`config.mk`:
```
export PLATFORM = sky130hd
export DESIGN_NAME = imm_gen_stage
export DESIGN_NICKNAME = d
export VERILOG_FILES = /design/src/rtl/imm_gen_stage.sv
export SDC_FILE = /design/constraint.sdc
export NUM_CORES = 1
export LEC_CHECK = 0
export CORE_AREA = 2 2 162 164
export DETAILED_ROUTE_END_ITERATION = 10
export DIE_AREA = 0 0 164 166
export PLACE_DENSITY = 0.75
export SYNTH_ARGS = -nofsm -noshare
export SYNTH_HDL_FRONTEND = slang
export SYNTH_SLANG_ARGS = --single-unit
export TNS_END_PERCENT = 50
```
`constraint.sdc`:
```
create_clock -name clk -period 1.97 [get_ports clk]
set_input_delay 0.197 -clock clk [delete_from_list [all_inputs] [get_ports clk]]
set_output_delay 0.197 -clock clk [all_outputs]
set_load 0.05 [all_outputs]
```
`src/rtl/imm_gen_stage.sv`:
```
// Registered RV32/RV64 immediate generator with format classification, illegal-encoding
// detection and a one-entry skid buffer behind a valid/ready handshake.
module imm_gen_stage #(
    parameter int XLEN = 64
) (
    input  logic            clk,
    input  logic            rst,
    input  logic            flush,
    input  logic            in_valid,
    output logic            in_ready,
    input  logic [31:0]     in_inst,
    input  logic [XLEN-1:0] in_pc,
    output logic            out_valid,
    input  logic            out_ready,
    output logic [31:0]     out_inst,
    output logic [XLEN-1:0] out_pc,
    output logic [XLEN-1:0] out_imm,
    output logic [2:0]      out_fmt,
    output logic            out_illegal,
    output logic [1:0]      o_dbg_state
);
    localparam bit IS64 = (XLEN == 64);

    localparam logic [6:0] OPC_LOAD    = 7'b0000011;
    localparam logic [6:0] OPC_MISC    = 7'b0001111;
    localparam logic [6:0] OPC_OPIMM   = 7'b0010011;
    localparam logic [6:0] OPC_AUIPC   = 7'b0010111;
    localparam logic [6:0] OPC_OPIMM32 = 7'b0011011;
    localparam logic [6:0] OPC_STORE   = 7'b0100011;
    localparam logic [6:0] OPC_OP      = 7'b0110011;
    localparam logic [6:0] OPC_LUI     = 7'b0110111;
    localparam logic [6:0] OPC_OP32    = 7'b0111011;
    localparam logic [6:0] OPC_BRANCH  = 7'b1100011;
    localparam logic [6:0] OPC_JALR    = 7'b1100111;
    localparam logic [6:0] OPC_JAL     = 7'b1101111;
    localparam logic [6:0] OPC_SYSTEM  = 7'b1110011;

    localparam logic [2:0] FMT_R = 3'd0, FMT_I = 3'd1, FMT_S = 3'd2, FMT_B = 3'd3;
    localparam logic [2:0] FMT_U = 3'd4, FMT_J = 3'd5, FMT_SH = 3'd6;

    typedef enum logic [1:0] {S_EMPTY = 2'd0, S_ONE = 2'd1, S_TWO = 2'd2} state_t;

    typedef struct packed {
        logic [31:0]     inst;
        logic [XLEN-1:0] pc;
        logic [XLEN-1:0] imm;
        logic [2:0]      fmt;
        logic            ill;
    } beat_t;

    logic [6:0]  w_opc;
    logic [2:0]  w_f3;
    logic        w_f3_shift;
    logic        w_sh_bad;
    logic [31:0] w_imm32;
    logic [2:0]  w_fmt;
    logic        w_ill;
    logic [XLEN-1:0] w_imm;
    beat_t       w_beat;

    assign w_opc      = in_inst[6:0];
    assign w_f3       = in_inst[14:12];
    assign w_f3_shift = (w_f3 == 3'b001) || (w_f3 == 3'b101);
    // Reserved shift-encoding bits shared by every shift form; inst[30] selects SRA only.
    assign w_sh_bad   = in_inst[31] | (|in_inst[29:26]) | (in_inst[30] & (w_f3 == 3'b001));

    always_comb begin
        w_fmt   = FMT_R;
        w_imm32 = '0;
        w_ill   = 1'b0;
        if (in_inst[1:0] != 2'b11) begin
            w_ill = 1'b1;
        end else begin
            case (w_opc)
                OPC_LOAD, OPC_JALR, OPC_MISC, OPC_SYSTEM: begin
                    w_fmt   = FMT_I;
                    w_imm32 = {{20{in_inst[31]}}, in_inst[31:20]};
                end
                OPC_OPIMM: begin
                    if (w_f3_shift) begin
                        w_fmt = FMT_SH;
                        if (IS64) begin
                            w_imm32 = {26'b0, in_inst[25:20]};
                            w_ill   = w_sh_bad;
                        end else begin
                            w_imm32 = {27'b0, in_inst[24:20]};
                            w_ill   = w_sh_bad | in_inst[25];
                        end
                    end else begin
                        w_fmt   = FMT_I;
                        w_imm32 = {{20{in_inst[31]}}, in_inst[31:20]};
                    end
                end
                OPC_OPIMM32: begin
                    if (!IS64) begin
                        w_ill = 1'b1;
                    end else if (w_f3 == 3'b000) begin
                        w_fmt   = FMT_I;
                        w_imm32 = {{20{in_inst[31]}}, in_inst[31:20]};
                    end else if (w_f3_shift) begin
                        w_fmt   = FMT_SH;
                        w_imm32 = {27'b0, in_inst[24:20]};
                        w_ill   = w_sh_bad | in_inst[25];
                    end else begin
                        w_ill = 1'b1;
                    end
                end
                OPC_STORE: begin
                    w_fmt   = FMT_S;
                    w_imm32 = {{20{in_inst[31]}}, in_inst[31:25], in_inst[11:7]};
                end
                OPC_BRANCH: begin
                    w_fmt   = FMT_B;
                    w_imm32 = {{20{in_inst[31]}}, in_inst[7], in_inst[30:25], in_inst[11:8], 1'b0};
                end
                OPC_LUI, OPC_AUIPC: begin
                    w_fmt   = FMT_U;
                    w_imm32 = {in_inst[31:12], 12'b0};
                end
                OPC_JAL: begin
                    w_fmt   = FMT_J;
                    w_imm32 = {{12{in_inst[31]}}, in_inst[19:12], in_inst[20], in_inst[30:21], 1'b0};
                end
                OPC_OP:   w_fmt = FMT_R;
                OPC_OP32: w_ill = !IS64;
                default:  w_ill = 1'b1;
            endcase
        end
    end

    // Every immediate fits in 32 bits once sign-extended, so RV64 only replicates bit 31.
    generate
        if (IS64) begin : g_ext64
            assign w_imm = {{(XLEN-32){w_imm32[31]}}, w_imm32};
        end else begin : g_ext32
            assign w_imm = w_imm32;
        end
    endgenerate

    assign w_beat = '{inst: in_inst, pc: in_pc, imm: w_imm, fmt: w_fmt, ill: w_ill};

    // Handshake: a beat moves on a side only in a cycle where that side's valid and
    // ready are both high; valid never depends on ready, and in_ready is a flop.
    state_t r_state, w_next;
    logic   r_in_ready;
    beat_t  r_out, r_skid;
    logic   w_accept, w_take;
    logic   w_ld_out_in, w_ld_out_skid, w_ld_skid;

    assign w_accept = in_valid & r_in_ready;
    assign w_take   = out_valid & out_ready;

    always_comb begin
        w_next        = r_state;
        w_ld_out_in   = 1'b0;
        w_ld_out_skid = 1'b0;
        w_ld_skid     = 1'b0;
        case (r_state)
            S_EMPTY: if (w_accept) begin
                w_next      = S_ONE;
                w_ld_out_in = 1'b1;
            end
            S_ONE: begin
                if (w_accept && w_take) begin
                    w_ld_out_in = 1'b1;
                end else if (w_accept) begin
                    w_next    = S_TWO;
                    w_ld_skid = 1'b1;
                end else if (w_take) begin
                    w_next = S_EMPTY;
                end
            end
            S_TWO: if (w_take) begin
                w_next        = S_ONE;
                w_ld_out_skid = 1'b1;
            end
            default: w_next = S_EMPTY;
        endcase
        if (flush) begin
            w_next        = S_EMPTY;
            w_ld_out_in   = 1'b0;
            w_ld_out_skid = 1'b0;
            w_ld_skid     = 1'b0;
        end
    end

    always_ff @(posedge clk) begin
        if (rst) begin
            r_state    <= S_EMPTY;
            r_in_ready <= 1'b1;
            r_out      <= '0;
            r_skid     <= '0;
        end else begin
            r_state    <= w_next;
            r_in_ready <= (w_next != S_TWO);
            if (w_ld_out_in) begin
                r_out <= w_beat;
            end else if (w_ld_out_skid) begin
                r_out <= r_skid;
            end
            if (w_ld_skid) begin
                r_skid <= w_beat;
            end
        end
    end

    assign in_ready    = r_in_ready;
    assign out_valid   = (r_state != S_EMPTY);
    assign out_inst    = r_out.inst;
    assign out_pc      = r_out.pc;
    assign out_imm     = r_out.imm;
    assign out_fmt     = r_out.fmt;
    assign out_illegal = r_out.ill;
    assign o_dbg_state = r_state;
endmodule

```
==> results_dict.tcl, run 1 <==
set metrics [dict create \
    wl_met3_um 3050 \
    worstPathBufferInverterCount 1 \
    crit_path_cell_trace "clkdlybuf4s50_1" \
    post-route-period-util_pct 98.6 \
    die_x_um 164 \
    max_slew_margin_pct 50.4 \
    dpl.hpwl_um 23200 \
    yosysSeqAreaShare_pct 47.4 \
    syn_area_um2 11300 \
    worst_path_dominant_cell_family "buffers and inverters" \
    critPathCaptureType "output port" \
    layout-drive-gt1-share_pct 13.0 \
    cts_hold_buf 0 \
    insertion_delay_ns 0.54 \
    n_fill_cell 2130 \
    max_slew.worst_pin.slew_ns 0.744 \
    ys_warn_count 0 \
    cts_root_buf "clkbuf_16" \
    ys_ff_latch 267 \
    rows 59 \
    powerDensity_nw_per_um2 832 \
    grt_pass1_wl_um 55100 \
    place_congestion 0.936 \
    worst_path_largest_cell_delay_ns 0.87 \
    dr.pass1.iters 6 \
    antenna_found_initial 0 \
    cap_violations 0 \
    slowest_stage "clkdlybuf4s50_1" \
    startpoint_type "flip-flop" \
    p_leak_uw 0.00609 \
    area_growth_pct 43.7 \
    grt_overflow 0 \
    synth.distinct_cells 56 \
    die_area_um2 27200 \
    finClkSkew_ns 0.0151 \
    crit_type "reg2out" \
    grt_pass1_vias 10700 \
    hp-class "in2reg" \
    hold_ws_ns 0.0699 \
    dieHeight_um 166 \
    status "completed" \
    wirelength_um 34400 \
    syn_area_per_cell_um2 7.76 \
    tritoncts "built" \
    ys_async_sr_fraction_pct 0 \
    worst-endpoint-arrival_ns 1.74 \
    htreeDepth 1 \
    start_util_pct 44.0 \
    dr.first_iter.drc_count 1029 \
    total_power_uw 13500 \
    synth_nets 1553 \
    vias_per_cell 5.51 \
    antenna_left 0 \
    pre_cts_slack_ns -0.441 \
    synth-edff-count 0 \
    wl_met1_um 14500 \
    final_util_pct 63.2 \
    core_um2 25600 \
    multi_input_area_um2 5230 \
    ff_latch_area_um2 5350 \
    setup_ws_ns 0.0283 \
    numClockSinks 267 \
    drc 0 \
    fmax_ghz 0.515 \
    post_drt_wl_per_cell_um 16.7 \
    clock_path_buffers 3 \
    min_period_ns 1.94 \
    path_max_fanout 2 \
    ir_drop_uv 597 \
    ys.flop_type "dfxtp_1" \
    clk_pin_slew_ns 0.06 \
    route.met2.wl_um 15800 \
    setup_viol 0 \
    nets 1804 \
    synthCells 1452 \
    hold_viol 0 \
    vias 11400 \
    crit_required_ns 1.77 \
    grt_usage_pct 24.4 \
    grt_max_degree 102 \
    num_io_pins 269 \
    numCtsBuffers 29 \
    top_layer_used "met4" \
    io_buffers 268 \
    final_max_slew_viol_count 0 \
]
## sequential cells by signal, summed over array words and instances (netlist names)
| register | flops |
|---|---|
| in_ready | 1 |
| out_illegal | 1 |
| r_skid | 132 |
| out_fmt | 3 |
| out_inst | 32 |
| o_dbg_state | 2 |
| out_pc | 64 |
| out_imm | 32 |
## final timing paths
kind                                                 from                         to  slack, ns  depth (start not counted)
worst min-delay path                                  rst  out_inst[23]$_SDFFE_PP0P_       0.07                          2
worst max-delay path             out_imm[10]$_SDFFE_PP0P_                out_imm[10]       0.03                          1
worst min register to register   r_skid[163]$_SDFFE_PP0P_   r_skid[163]$_SDFFE_PP0P_       0.45                          2
worst max register to register  o_dbg_state[1]$_SDFF_PP0_   r_skid[101]$_SDFFE_PP0P_       0.18                          6
## stage by stage
stage	instances	setup TNS (ns)	cell area, um^2
after floorplan	1452	0	11300
after global placement	2007	-23.34	15200
after detailed placement	2007	-27.21	15200
after CTS	2060	0	16100
after global routing	2060	-0.00295	16200
final	2061	0	16200
## what timing repair did
item,in CTS,in global routing
pin swaps,0,1
resized for setup,5,19
setup endpoints to repair,5,37
setup buffers,0,0
## synthesized netlist by cell type, types with 7 or more instances
cell / instances / area (um^2)
nand2_1: 485 / 1820
dfxtp_1: 267 / 5350
a21oi_1: 126 / 631
clkbuf_1: 121 / 454
nor2_1: 118 / 443
a311oi_1: 98 / 858
buf_4: 35 / 263
o21ai_1: 18 / 90.1
a221o_1: 16 / 160
a31oi_1: 14 / 87.6
nor3_1: 13 / 65.1
a211oi_1: 10 / 75.1
and3_1: 9 / 56.3
nand3_1: 9 / 45.0
a221oi_1: 8 / 70.1
buf_2: 7 / 35.0
nor2b_1: 7 / 43.8
## final cells by class
class | count | area share [%]
sequential | 267 | 33.0
timing repair buffer | 384 | 26.0
multi-input combinational | 1016 | 32.3
antenna | 1 | 0.0155
clock buffer | 43 | 5.11
inverter | 5 | 0.116
clock inverter | 10 | 0.819
tap | 335 | 2.59
## per-layer routing
layer	up-vias	track usage [%]
met5	-	0
met4	0	8.20
met3	63	5.62
met2	468	39.2
met1	5354	32.1
li1	5473	-
## layout by cell type, fill, tap and decap left out, drive strengths merged, types with 9 or more instances in the layout
cell,count
nor2,118
nand2,485
clkdlybuf4s50,214
dfxtp,267
a211oi,10
clkbuf,44
a311oi,98
o21ai,22
dlymetal6s2s,10
a221o,16
and3,9
nand3,9
a21oi,126
nor3,13
buf,154
a31oi,15
## logic make-up after synthesis
| family | after synthesis | share of synthesized area [%] |
|---|---|---|
| flip-flops | 267 | 47.4 |
| buffers and inverters | 169 | 6.87 |
| AND/OR/NAND/NOR | 676 | 24.3 |
| multiplexers | 6 | 0.533 |
| AO/OA/AOI/OAI | 334 | 20.8 |
## where the power goes
group	internal (uW)	switching, uW	total, uW
Sequential	5590	111	5700
Combinational	883	1370	2260
Clock	3290	2230	5530
Note: power is estimated with default switching activity, not from simulation.
==> inputs of run 2 (changes only) <==
--- a/config.mk
+++ b/config.mk
@@ -5,10 +5,11 @@
 export SDC_FILE = /design/constraint.sdc
 export NUM_CORES = 1
 export LEC_CHECK = 0
-export CORE_AREA = 2 2 162 164
+export ABC_AREA = 1
+export CORE_AREA = 2 2 166 168
 export DETAILED_ROUTE_END_ITERATION = 10
-export DIE_AREA = 0 0 164 166
-export PLACE_DENSITY = 0.75
+export DIE_AREA = 0 0 168 170
+export PLACE_DENSITY = 0.76
 export SYNTH_ARGS = -nofsm -noshare
 export SYNTH_HDL_FRONTEND = slang
 export SYNTH_SLANG_ARGS = --single-unit
==> run 2 against run 1 <==
Compared with the run above:
- register-to-register slack gained 0.17 ns
- maximum frequency grew 0.21%
- hold slack gained 0.18 ns
- critical path type unchanged
- wire length grew 9.9%
- count of clock-buffer cells in the layout shrank 3
- critical path depth is the same
- die area grew 4.9%
==> results_dict.tcl, run 2 <==
set metrics [dict create \
    grt_pass1_wl_um 60200 \
    yosysSeqAreaShare_pct 43.9 \
    htreeDepth 1 \
    layout_commonest_cell "nand2_1" \
    rows 60 \
    setup_viol 0 \
    fmax_ghz 0.516 \
    synthTopCellsByCount "nand2_1, nor2_1, dfxtp_1" \
    crit_path_cell_trace "clkdlybuf4s50_1" \
    numCtsBuffers 29 \
    dieHeight_um 170 \
    startpoint "out_imm[14]$_SDFFE_PP0P_" \
    final_util_pct 62.6 \
    pre_cts_slack_ns -0.0454 \
    hold_ws_ns 0.252 \
    ys_warn_count 0 \
    synth-edff-count 0 \
    min_period_ns 1.94 \
    syn_area_per_cell_um2 6.83 \
    combPwrFrac_pct 17.0 \
    wirelength_um 37800 \
    cts_hold_buf 0 \
    n_fill_cell 2270 \
    powerDensity_nw_per_um2 826 \
    ys_async_sr_fraction_pct 0 \
    cap_violations 0 \
    synth.most_common_cell "nand2_1" \
    cts_root_buf "clkbuf_16" \
    synth_nets 1885 \
    dpl.hpwl_um 24800 \
    power.share.clock_pct 41.7 \
    worst_path_largest_cell_delay_ns 0.83 \
    hp-class "in2reg" \
    seqPwrFrac_pct 41.3 \
    setup_ws_ns 0.0325 \
    most-common-layout-cells "nand2_1, nor2_1, dfxtp_1, clkdlybuf4s50_1, inv_1" \
    clk_pin_slew_ns 0.06 \
    grt_pass1_vias 11800 \
    postCtsSetupBuffers 0 \
    synth_top_cell_area_share_pct 43.9 \
    grt_overflow 0 \
    die_area_um2 28600 \
    startpoint_type "flip-flop" \
    antenna_found_initial 1 \
    slowest_stage "clkdlybuf4s50_1" \
    min_from "rst" \
    route.met2.wl_um 17900 \
    wl_met1_um 15400 \
    ys.flop_type "dfxtp_1" \
    wl_met3_um 3330 \
    io_buffers 268 \
    clock_path_buffers 3 \
    dr.first_iter.drc_count 1171 \
    worst_path_dominant_cell_family "buffers and inverters" \
    path_max_fanout 2 \
    diodes 0 \
    r2r_slack_ns 0.35 \
    switching_share_pct 27.6 \
    vias 12600 \
    ir_drop_uv 524 \
    worst-endpoint-arrival_ns 1.74 \
    critPathCaptureType "output port" \
    grt_setup_unrepaired "no" \
    grt_max_degree 124 \
    post_drt_wl_per_cell_um 16.0 \
    final_max_slew_viol_count 0 \
    p_int_uw 9980 \
    finClkSkew_ns 0.0145 \
    dr.pass1.iters 5 \
    num_io_pins 269 \
    total_power_uw 13800 \
    crit_required_ns 1.77 \
    insertion_delay_ns 0.55 \
    core_um2 26700 \
    synthCells 1784 \
    hold_viol 0 \
    die_x_um 168 \
    drc 0 \
    post-route-period-util_pct 98.4 \
    start_util_pct 45.7 \
    yosysTopAreaCell "dfxtp_1" \
    grt_usage_pct 25.7 \
    syn_area_um2 12200 \
    nets 2101 \
    area_growth_pct 36.9 \
    largest_reg_flops 132 \
    max_slew_margin_pct 53.3 \
    r2r_start "o_dbg_state[1]$_SDFF_PP0_" \
    largest-register "r_skid" \
    numClockSinks 267 \
    top_layer_used "met4" \
    antenna_left 0 \
    synth.distinct_cells 27 \
    place_congestion 0.940 \
    ff_latch_area_um2 5350 \
    worstPathBufferInverterCount 1 \
    crit_type "reg2out" \
    tritoncts "built" \
    max_slew.worst_pin.slew_ns 0.701 \
    multi_input_area_um2 5410 \
    p_sw_uw 3810 \
    layout-drive-gt1-share_pct 9.40 \
    p_leak_uw 0.00737 \
    vias_per_cell 5.35 \
    ys_top_cells_by_area "dfxtp_1, nand2_1, nor2_1" \
    status "completed" \
    ys_ff_latch 267 \
]
[run 2: cell count changes after synthesis, sizes merged, moves of 78 or more]
cell and change:
nor2 +173, inv +145, a311oi -98, o21ai +90, a31oi +81, a21oi -78
[run 2: cells by family (layout without fill, tap and decap cells)]
kind of cell | count (synthesis) | in the layout | share of synthesized area [%]
simple gates | 913 | 913 | 30.6
flops | 267 | 267 | 43.9
buf+inv | 310 | 548 | 11.7
xor+xnor | 1 | 1 | 0.0719
compound gates | 293 | 293 | 13.8
[run 2: through the flow]
| stage | instances | setup TNS [ns] | instance area [um^2] |
|---|---|---|---|
| floorplan | 1784 | 0 | 12200 |
| global placement | 2310 | -0.0788 | 15600 |
| detailed placement | 2310 | -0.137 | 15600 |
| CTS | 2363 | 0 | 16600 |
| global route | 2363 | 0 | 16700 |
| finish | 2363 | 0 | 16700 |
[run 2: worst paths after layout]
| path | endpoint | depth (start not counted) |
|---|---|---|
| setup / recovery | out_imm[14] | 1 |
| setup reg to reg | r_skid[89]$_SDFFE_PP0P_ | 7 |
| hold reg to reg | out_pc[46]$_SDFFE_PP0P_ | 2 |
| hold / removal | out_pc[40]$_SDFFE_PP0P_ | 3 |
[run 2: worst reg2reg max path, stage by stage (launching register included)]
cell     delay, ns
dfxtp_1       0.37
nor2_1        0.12
nand2_1       0.12
nor2_4        0.15
buf_12        0.25
buf_12        0.27
o21ai_0       0.16
nor2_1        0.12
[run 2: routing by layer]
layer | GRT usage, % | vias to the layer above
met5 | 0 | -
met3 | 4.21 | 92
li1 | - | 6131
met1 | 32.6 | 5813
met2 | 44.1 | 609
met4 | 9.41 | 0
[run 2: final cells by class]
type / instances / area share (%)
timing repair buffer: 343 / 23.3
multi-input combinational: 1207 / 32.5
inverter: 152 / 3.47
sequential: 267 / 32.0
tap: 341 / 2.56
clock inverter: 13 / 1.12
clock buffer: 40 / 5.02
[run 2: power by group through the flow]
stage	Sequential, uW	Combinational (uW)	Clock [uW]
5_1_grt	5710	2480	6070
4_1_cts	5690	2340	5820
2_1_floorplan	6310	850	0
3_3_place_gp	5810	2320	0
6_report	5690	2340	5750
3_5_place_dp	5810	2340	0
[run 2: timing repair]
item                                    CTS  global route
endpoints found under the setup margin    8            14
gates resized for setup                   8            14
cloned                                    0             0
